## src/rtl/uart_frame_rx.sv

```systemverilog
// Deframer for the "&&payload&&" UART string protocol: strips delimiters, collects the
// payload into a flat buffer, and reports completion, overflow or inactivity timeout.
module uart_frame_rx #(
  parameter int unsigned MAX_LEN     = 137,
  parameter int unsigned TIMEOUT_CLK = 5_000_000,
  parameter logic [7:0]  DELIM       = 8'h26
) (
  input  logic                 sys_clk,
  input  logic                 sys_rst,
  input  logic [7:0]           rx_data,
  input  logic                 rx_vld,
  output logic [MAX_LEN*8-1:0] frame_data,
  output logic [7:0]           frame_len,
  output logic                 frame_done,
  output logic                 frame_err,
  output logic [1:0]           err_code,
  output logic                 busy
);

  localparam int unsigned TO_W    = (TIMEOUT_CLK > 2) ? $clog2(TIMEOUT_CLK) : 1;
  localparam logic [8:0]  LIMIT   = 9'(MAX_LEN);
  localparam logic [TO_W-1:0] TO_LAST = TO_W'(TIMEOUT_CLK - 1);
  localparam logic [1:0]  ERR_OVF = 2'b01;
  localparam logic [1:0]  ERR_TMO = 2'b10;

  typedef enum logic [4:0] {
    IDLE    = 5'b00001,
    SOF1    = 5'b00010,
    PAYLOAD = 5'b00100,
    EOF1    = 5'b01000,
    DONE    = 5'b10000
  } state_t;

  state_t          state;
  logic [7:0]      cnt;
  logic [TO_W-1:0] tcnt;
  logic            is_delim;
  logic            fits_one;
  logic            fits_two;
  logic            timeout;

  assign is_delim = (rx_data == DELIM);
  // Widened to 9 bits so cnt+1 / cnt+2 cannot wrap before the capacity compare.
  assign fits_one = (({1'b0, cnt} + 9'd1) <= LIMIT);
  assign fits_two = (({1'b0, cnt} + 9'd2) <= LIMIT);
  // A byte arriving on the terminal count wins; DONE never aborts.
  assign timeout  = (state != IDLE) && (state != DONE) && !rx_vld && (tcnt == TO_LAST);
  assign busy     = (state != IDLE);

  always_ff @(posedge sys_clk or posedge sys_rst) begin
    if (sys_rst) begin
      state      <= IDLE;
      cnt        <= 8'd0;
      tcnt       <= '0;
      frame_data <= '0;
      frame_len  <= 8'd0;
      frame_done <= 1'b0;
      frame_err  <= 1'b0;
      err_code   <= 2'b00;
    end else begin
      frame_done <= 1'b0;
      frame_err  <= 1'b0;

      if ((state == IDLE) || rx_vld) begin
        tcnt <= '0;
      end else begin
        tcnt <= tcnt + TO_W'(1);
      end

      unique case (state)
        IDLE: begin
          if (rx_vld && is_delim) begin
            state <= SOF1;
          end
        end
        SOF1: begin
          if (rx_vld) begin
            if (is_delim) begin
              state      <= PAYLOAD;
              frame_data <= '0;
              cnt        <= 8'd0;
            end else begin
              state <= IDLE;
            end
          end
        end
        PAYLOAD: begin
          if (rx_vld) begin
            if (is_delim) begin
              state <= EOF1;
            end else if (!fits_one) begin
              state     <= IDLE;
              frame_err <= 1'b1;
              err_code  <= ERR_OVF;
            end else begin
              frame_data[{cnt, 3'b000} +: 8] <= rx_data;
              cnt <= cnt + 8'd1;
            end
          end
        end
        EOF1: begin
          if (rx_vld) begin
            if (is_delim) begin
              state <= DONE;
            end else if (!fits_two) begin
              state     <= IDLE;
              frame_err <= 1'b1;
              err_code  <= ERR_OVF;
            end else begin
              // A lone delimiter inside the payload is data: keep it ahead of this byte.
              frame_data[{cnt, 3'b000} +: 16] <= {rx_data, DELIM};
              cnt   <= cnt + 8'd2;
              state <= PAYLOAD;
            end
          end
        end
        DONE: begin
          frame_len  <= cnt;
          frame_done <= 1'b1;
          state      <= IDLE;
        end
        default: begin
          state <= IDLE;
        end
      endcase

      if (timeout) begin
        state     <= IDLE;
        tcnt      <= '0;
        frame_err <= 1'b1;
        err_code  <= ERR_TMO;
      end
    end
  end

endmodule

```

## config.mk

```make
export PLATFORM = sky130hd
export DESIGN_NAME = uart_frame_rx
export DESIGN_NICKNAME = d
export VERILOG_FILES = /design/src/rtl/uart_frame_rx.sv
export SDC_FILE = /design/constraint.sdc
export NUM_CORES = 2
export LEC_CHECK = 0
export BUFFER_PORTS_ARGS = -buffer_cell sky130_fd_sc_hd__buf_2
export CAP_MARGIN = 10
export CORE_AREA = 2 2 437 439
export DETAILED_ROUTE_END_ITERATION = 16
export DIE_AREA = 0 0 439 441
export PLACE_DENSITY_LB_ADDON = 0.15
export SLEW_MARGIN = 25
export SYNTH_ARGS = -nofsm -noshare
export SYNTH_HDL_FRONTEND = slang
export SYNTH_SLANG_ARGS = --single-unit
export TNS_END_PERCENT = 100
```

## constraint.sdc

```tcl
create_clock -name sys_clk -period 33.8 [get_ports sys_clk]
set_input_delay 3.38 -clock sys_clk [delete_from_list [all_inputs] [get_ports sys_clk]]
set_output_delay 3.38 -clock sys_clk [all_outputs]
set_load 0.1 [all_outputs]
```

# --- After elaboration in Yosys (flattened, before gate mapping) ---
# Cells that the tools add are included.
word_totals:
  word_cells: 107
  input_bits: 11
  register_bits: 1144
  output_inout_bits: 1109
classes:
  n_reduce_logical: 11
  muxes: 50
  addsub: 6
  magnitude_cmp: 2
  n_shift: 4
  n_eq_ne: 26
op_table:
  columns: ["operator", "count"]
  rows:
  - ["1096-bit two-way mux", 8]
  - ["1096-bit case mux with 3 select lines", 1]
  - ["1096-bit bitwise mux", 2]
  - ["16-bit by 13-bit variable shift with 1096-bit output, first input constant", 1]
  - ["8-bit by 13-bit variable shift with 1096-bit output, first input constant", 1]
  - ["16-bit by 13-bit variable part select with 1096-bit output", 1]
  - ["8-bit by 13-bit variable part select with 1096-bit output", 1]
  - ["8-bit two-way mux", 8]
  - ["23-bit two-way mux", 2]
  - ["5-bit two-way mux", 8]
  - ["8-bit case mux with 3 select lines", 1]
  - ["23-bit by 1-bit adder with 23-bit output, second input constant", 1]
  - ["23-bit == test, second input constant", 1]
  - ["3-bit != test, second input constant", 7]
  - ["5-bit case mux with 4 select lines", 1]
  - ["9-bit by 8-bit <= comparator with 1-bit output, second input constant", 2]
  - ["2-bit != test, second input constant", 8]
  - ["2-bit two-way mux", 7]
  - ["11-bit negator with 13-bit output", 1]
  - ["8-bit by 1-bit adder with 9-bit output, second input constant", 1]
  - ["8-bit by 2-bit adder with 9-bit output, second input constant", 1]
  - ["9-bit AND reduction", 1]
  - ["8-bit by 1-bit adder with 8-bit output, second input constant", 1]
  - ["8-bit by 2-bit adder with 8-bit output, second input constant", 1]
  - ["other kinds (20)", 32]

# --- Longest topological paths before layout ---
logic_depth:
  ltp_word: 7
  mapped_depth: 17
  ltp_nobuf: 10

# --- Least setup slack after synthesis ---
# OpenSTA, ideal clock, no wires.
synth_timing:
  path_kind: "input -> register"
  startpoint: "in rx_data[0]"
  endpoint: "reg frame_data[592]"
  path_stages: 11
  arrival_ps: 5728
  required_ps: 33729
  path_buffers: 3
  setup_time_ps: 71
  setup_slack_ps: 28001
  cell_sequence: "buf_2 nor4b_2 nand4_1 mux2i_1 nand2_1 nor3_1 nor2_1 buf_2 buf_2 nor2_2 a32o_1"
synth_between:
  elab_chain_len: 6
  elab_cells_between_ends: 16
  cone_classes: "eq/ne: 4; shift: 2; mux: 9; reduce/logical: 1"
synth_lines:
  columns: ["item", "line_no", "rtl"]
  rows:
  - ["from (decl)", "10", "input logic [7:0] rx_data,"]
  - ["16-bit by 13-bit variable part select with 1096-bit output / 8-bit by 13-bit variable part select with 1096-bit output (equally long branches)", "111, 96", null]
  - ["1096-bit bitwise mux (on tied branches)", "111, 96", null]
  - ["1096-bit two-way mux (on tied branches)", "105, 91", null]
  - ["1096-bit two-way mux (on tied branches)", "103, 89", null]
  - ["1096-bit two-way mux (on tied branches)", "102, 88", null]
  - ["1096-bit case mux with 3 select lines", "70", "unique case (state)"]
  - ["to (signal, indexed assignment)", "96", "frame_data[{cnt, 3'b000} +: 8] <= rx_data;"]
  - ["to (signal, indexed assignment)", "111", "frame_data[{cnt, 3'b000} +: 16] <= {rx_data, DELIM};"]
  - ["to (decl)", "12", "output logic [MAX_LEN*8-1:0] frame_data,"]
# Parallel ways exist; a longest one is shown, timed or not. The select of a mux whose other input is x is not followed.
# A chain may end at the register's enable or synchronous reset.

# --- Worst setup path after layout ---
layout_timing:
  startpoint: "in rx_data[6]"
  endpoint: "reg frame_data[312]"
# Same word-level chain as after synthesis.

==> insert_results.sql <==
INSERT INTO impl_metrics (metric_group, metric, value, unit) VALUES
('status', 'status', 'finished clean', ''),
('setup_path', 'r2r_setup_slack', '26910', 'ps'),
('cells_and_area', 'final.fill_count', '19250', ''),
('clock_network', 'cts_htree_levels', '4', ''),
('setup_path', 'timing.critical_path.to', 'frame_data[312]$_DFFE_PP0P_', ''),
('synth', 'synth-edff-count', '0', ''),
('synth', 'avg_synthesized_cell_area', '8.770', 'um^2'),
('setup_path', 'wp_depth', '12', ''),
('placed_design', 'gpl.final_weighted_congestion', '1.007', ''),
('setup_path', 'worst-r2r-cell-count', '15', ''),
('clock_network', 'numClockSinks', '1144', ''),
('placed_design', 'place.port_buffers', '1119', ''),
('sta', 'setup_viol_count_final', '0', ''),
('setup_path', 'cp_slowest_cell', 'sky130_fd_sc_hd__buf_4', ''),
('sta', 'final_min_period', '7929', 'ps'),
('placed_design', 'post-dp-hpwl', '327700', 'um'),
('floorplan', 'coreArea', '189200', 'um^2'),
('setup_path', 'r2r-start', 'cnt[0]$_DFFE_PP0P_', ''),
('setup_path', 'critical_path_required', '34520', 'ps'),
('grt', 'grt_pass1_wl', '602100', 'um'),
('clock_network', 'cts.repair.resized', '0', ''),
('synth', 'synth.ff_latch_count', '1144', ''),
('setup_path', 'critical_path.n_buffers_inverters', '4', ''),
('drt', 'ant_nets', '0', ''),
('grt', 'grt_max_degree', '137', ''),
('cells_and_area', 'area_growth_syn_to_layout', '21.85', '%'),
('setup_path', 'setup_crit_start_kind', 'primary input', ''),
('floorplan', 'rows', '160', ''),
('power', 'total_power', '0.003329', 'W'),
('synth', 'synth.yosys.seq_area_share', '45.45', '%'),
('sta', 'final.period_utilization', '23.46', '%'),
('sta', 'fin_setup_tns', '0', 'ps'),
('grt', 'antenna_found_initial', '28', ''),
('cells_and_area', 'final_core_utilization', '40.57', '%'),
('cells_and_area', 'mostFrequentLayoutCells', 'sky130_fd_sc_hd__dfrtp_1, sky130_fd_sc_hd__buf_2, sky130_fd_sc_hd__nand2_1', ''),
('setup_path', 'setup.worst_path.class', 'primary input to flop', ''),
('synth', 'mappedNetlistArea', '62990', 'um^2'),
('power', 'power_density', '43.37', 'nW/um^2'),
('floorplan', 'fp.dieH', '441', 'um'),
('grt', 'first_global_vias', '67990', ''),
('setup_path', 'crit_family', 'buffers and inverters', ''),
('run', 'number_of_max_cap_violations', '0', ''),
('synth', 'synth_top_cells_by_area', 'sky130_fd_sc_hd__dfrtp_1, sky130_fd_sc_hd__a22o_1, sky130_fd_sc_hd__nand2_1', ''),
('clock_network', 'cts_tree', 'built', ''),
('setup_path', 'worst_setup_path_end_kind', 'flop', ''),
('floorplan', 'pin_count', '1120', ''),
('sta', 'worst_slew_margin_rel', '13.90', '%'),
('drt', 'drt_pass1_iterations', '11', ''),
('cells_and_area', 'fin_area', '76760', 'um^2'),
('cells_and_area', 'drive_gt1_share', '21.33', '%'),
('power', 'peakVddDrop', '0.00003846', 'V'),
('setup_path', 'cp_max_fo', '74', ''),
('sta', 'clock.fmax', '0.1261', 'GHz'),
('setup_path', 'crit_path_frequent_cell', 'sky130_fd_sc_hd__buf_4', ''),
('drt', 'via_count', '74740', ''),
('worst_hold_path', 'hold_path.class', 'flop to flop', ''),
('cells_and_area', 'mostFrequentLayoutCell', 'sky130_fd_sc_hd__dfrtp_1', ''),
('floorplan', 'die_width', '439', 'um'),
('setup_path', 'timing.critical_path.slowest_cell_delay', '780', 'ps'),
('setup_path', 'arrival', '8650', 'ps'),
('synth', 'synthesis.instances', '7183', ''),
('clock_network', 'cts_hold_repair.buffers', '0', ''),
('drt', 'detail_route.vias_per_cell', '6.972', ''),
('sta', 'grt_setup_unrepaired', 'false', ''),
('synth', 'synth_ff_type', 'sky130_fd_sc_hd__dfrtp_1', ''),
('clock_network', 'clock_pin_slew_on_the_worst_setup_and_hold_paths', '50', 'ps'),
('sta', 'slew_of_the_pin_with_the_lowest_slew_margin', '1287', 'ps'),
('sta', 'slew_viol_final', '0', ''),
('drt', 'route.detailed.wl_per_inst', '42.31', 'um'),
('clock_network', 'cts_setup_buffers', '0', ''),
('synth', 'synth.lib_cells_used.distinct', '92', '');
[Yosys cell counts (55+ instances only)]
| master | n |
|---|---|
| sky130_fd_sc_hd__o22ai_1 | 401 |
| sky130_fd_sc_hd__a22o_1 | 487 |
| sky130_fd_sc_hd__buf_2 | 88 |
| sky130_fd_sc_hd__o21ai_0 | 579 |
| sky130_fd_sc_hd__a22oi_1 | 264 |
| sky130_fd_sc_hd__nand3_1 | 203 |
| sky130_fd_sc_hd__nor2_1 | 749 |
| sky130_fd_sc_hd__a21oi_1 | 462 |
| sky130_fd_sc_hd__mux2i_1 | 144 |
| sky130_fd_sc_hd__clkbuf_1 | 427 |
| sky130_fd_sc_hd__a32oi_1 | 55 |
| sky130_fd_sc_hd__a221o_1 | 161 |
| sky130_fd_sc_hd__dfrtp_1 | 1143 |
| sky130_fd_sc_hd__nor3_1 | 313 |
| sky130_fd_sc_hd__nand2_1 | 866 |
| sky130_fd_sc_hd__buf_1 | 75 |
[area by class of cell]
class                   instances  area (um^2)  share of cell area (%)
diodes                         14        35.03                 0.04564
clock buffers                 212         4240                   5.524
clock inverters                41        624.3                  0.8134
inverters                      36        138.9                  0.1809
multi-input cells            5403        32400                   42.22
flip-flops and latches       1144        28630                   37.30
well taps                    2511         3142                   4.093
repair buffers               1358         7541                   9.824
[metrics by stage]
| step | std cells | hold WS, ps | worst slack, ps |
|---|---|---|---|
| global route | 10710 | 495.3 | 25770 |
| detailed placement | 10450 | 462.2 | 25260 |
| finish | 10720 | 468.9 | 25870 |
| floorplan | 7183 | 455.2 | 14630 |
| CTS | 10700 | 476.9 | 26140 |
| global placement | 10450 | 457.8 | 25420 |
[layer usage]
| metal | vias up | share of wire (%) | track usage (%) |
|---|---|---|---|
| met2 | 6694 | 40 | 63.21 |
| met5 | - | 0.052 | 0.3474 |
| met1 | 37210 | 35 | 53.53 |
| li1 | 29080 | - | - |
| met3 | 1726 | 13 | 16.49 |
| met4 | 26 | 11 | 39.26 |
[logic make-up after synthesis]
group	share of synthesized area, %
DFF	45.45
buffers and inverters	4.042
adders and majority gates	0.1788
AOI/OAI and AO/OA	30.68
and+or+nand+nor	16.76
muxes	2.377
xor gates and xnor gates	0.5164
[how the worst min path moves through the flow]
stage                     cells after the start  slack [ps]                     endpoint                        start
after global routing                          2         500  frame_data[661]$_DFFE_PP0P_  frame_data[661]$_DFFE_PP0P_
final                                         2         470  frame_data[419]$_DFFE_PP0P_  frame_data[419]$_DFFE_PP0P_
after floorplan                               1         460            tcnt[0]$_DFF_PP0_            tcnt[0]$_DFF_PP0_
after global placement                        2         460  frame_data[423]$_DFFE_PP0P_  frame_data[423]$_DFFE_PP0P_
after detailed placement                      2         460     frame_len[4]$_DFFE_PP0P_     frame_len[4]$_DFFE_PP0P_
after CTS                                     2         480     frame_len[4]$_DFFE_PP0P_     frame_len[4]$_DFFE_PP0P_
[report_power, final]
group          internal, W  switching [W]
clock network     0.000944       0.000702
logic            0.0000378       0.000262
registers          0.00138     0.00000772
[sequential cells by signal, indices dropped and copies added (netlist names)]
name / flops
frame_len: 8
err_code: 2
state: 5
frame_done: 1
tcnt: 23
frame_err: 1
cnt: 8
frame_data: 1096
[worst min-delay path, delay by kind of cell, from the launching register on]
family             cells  cell delay [ps]
DFF                    1              330
AOI/OAI and AO/OA      1               60
and+or+nand+nor        1               40
Power figures use the tool's default switching activity.
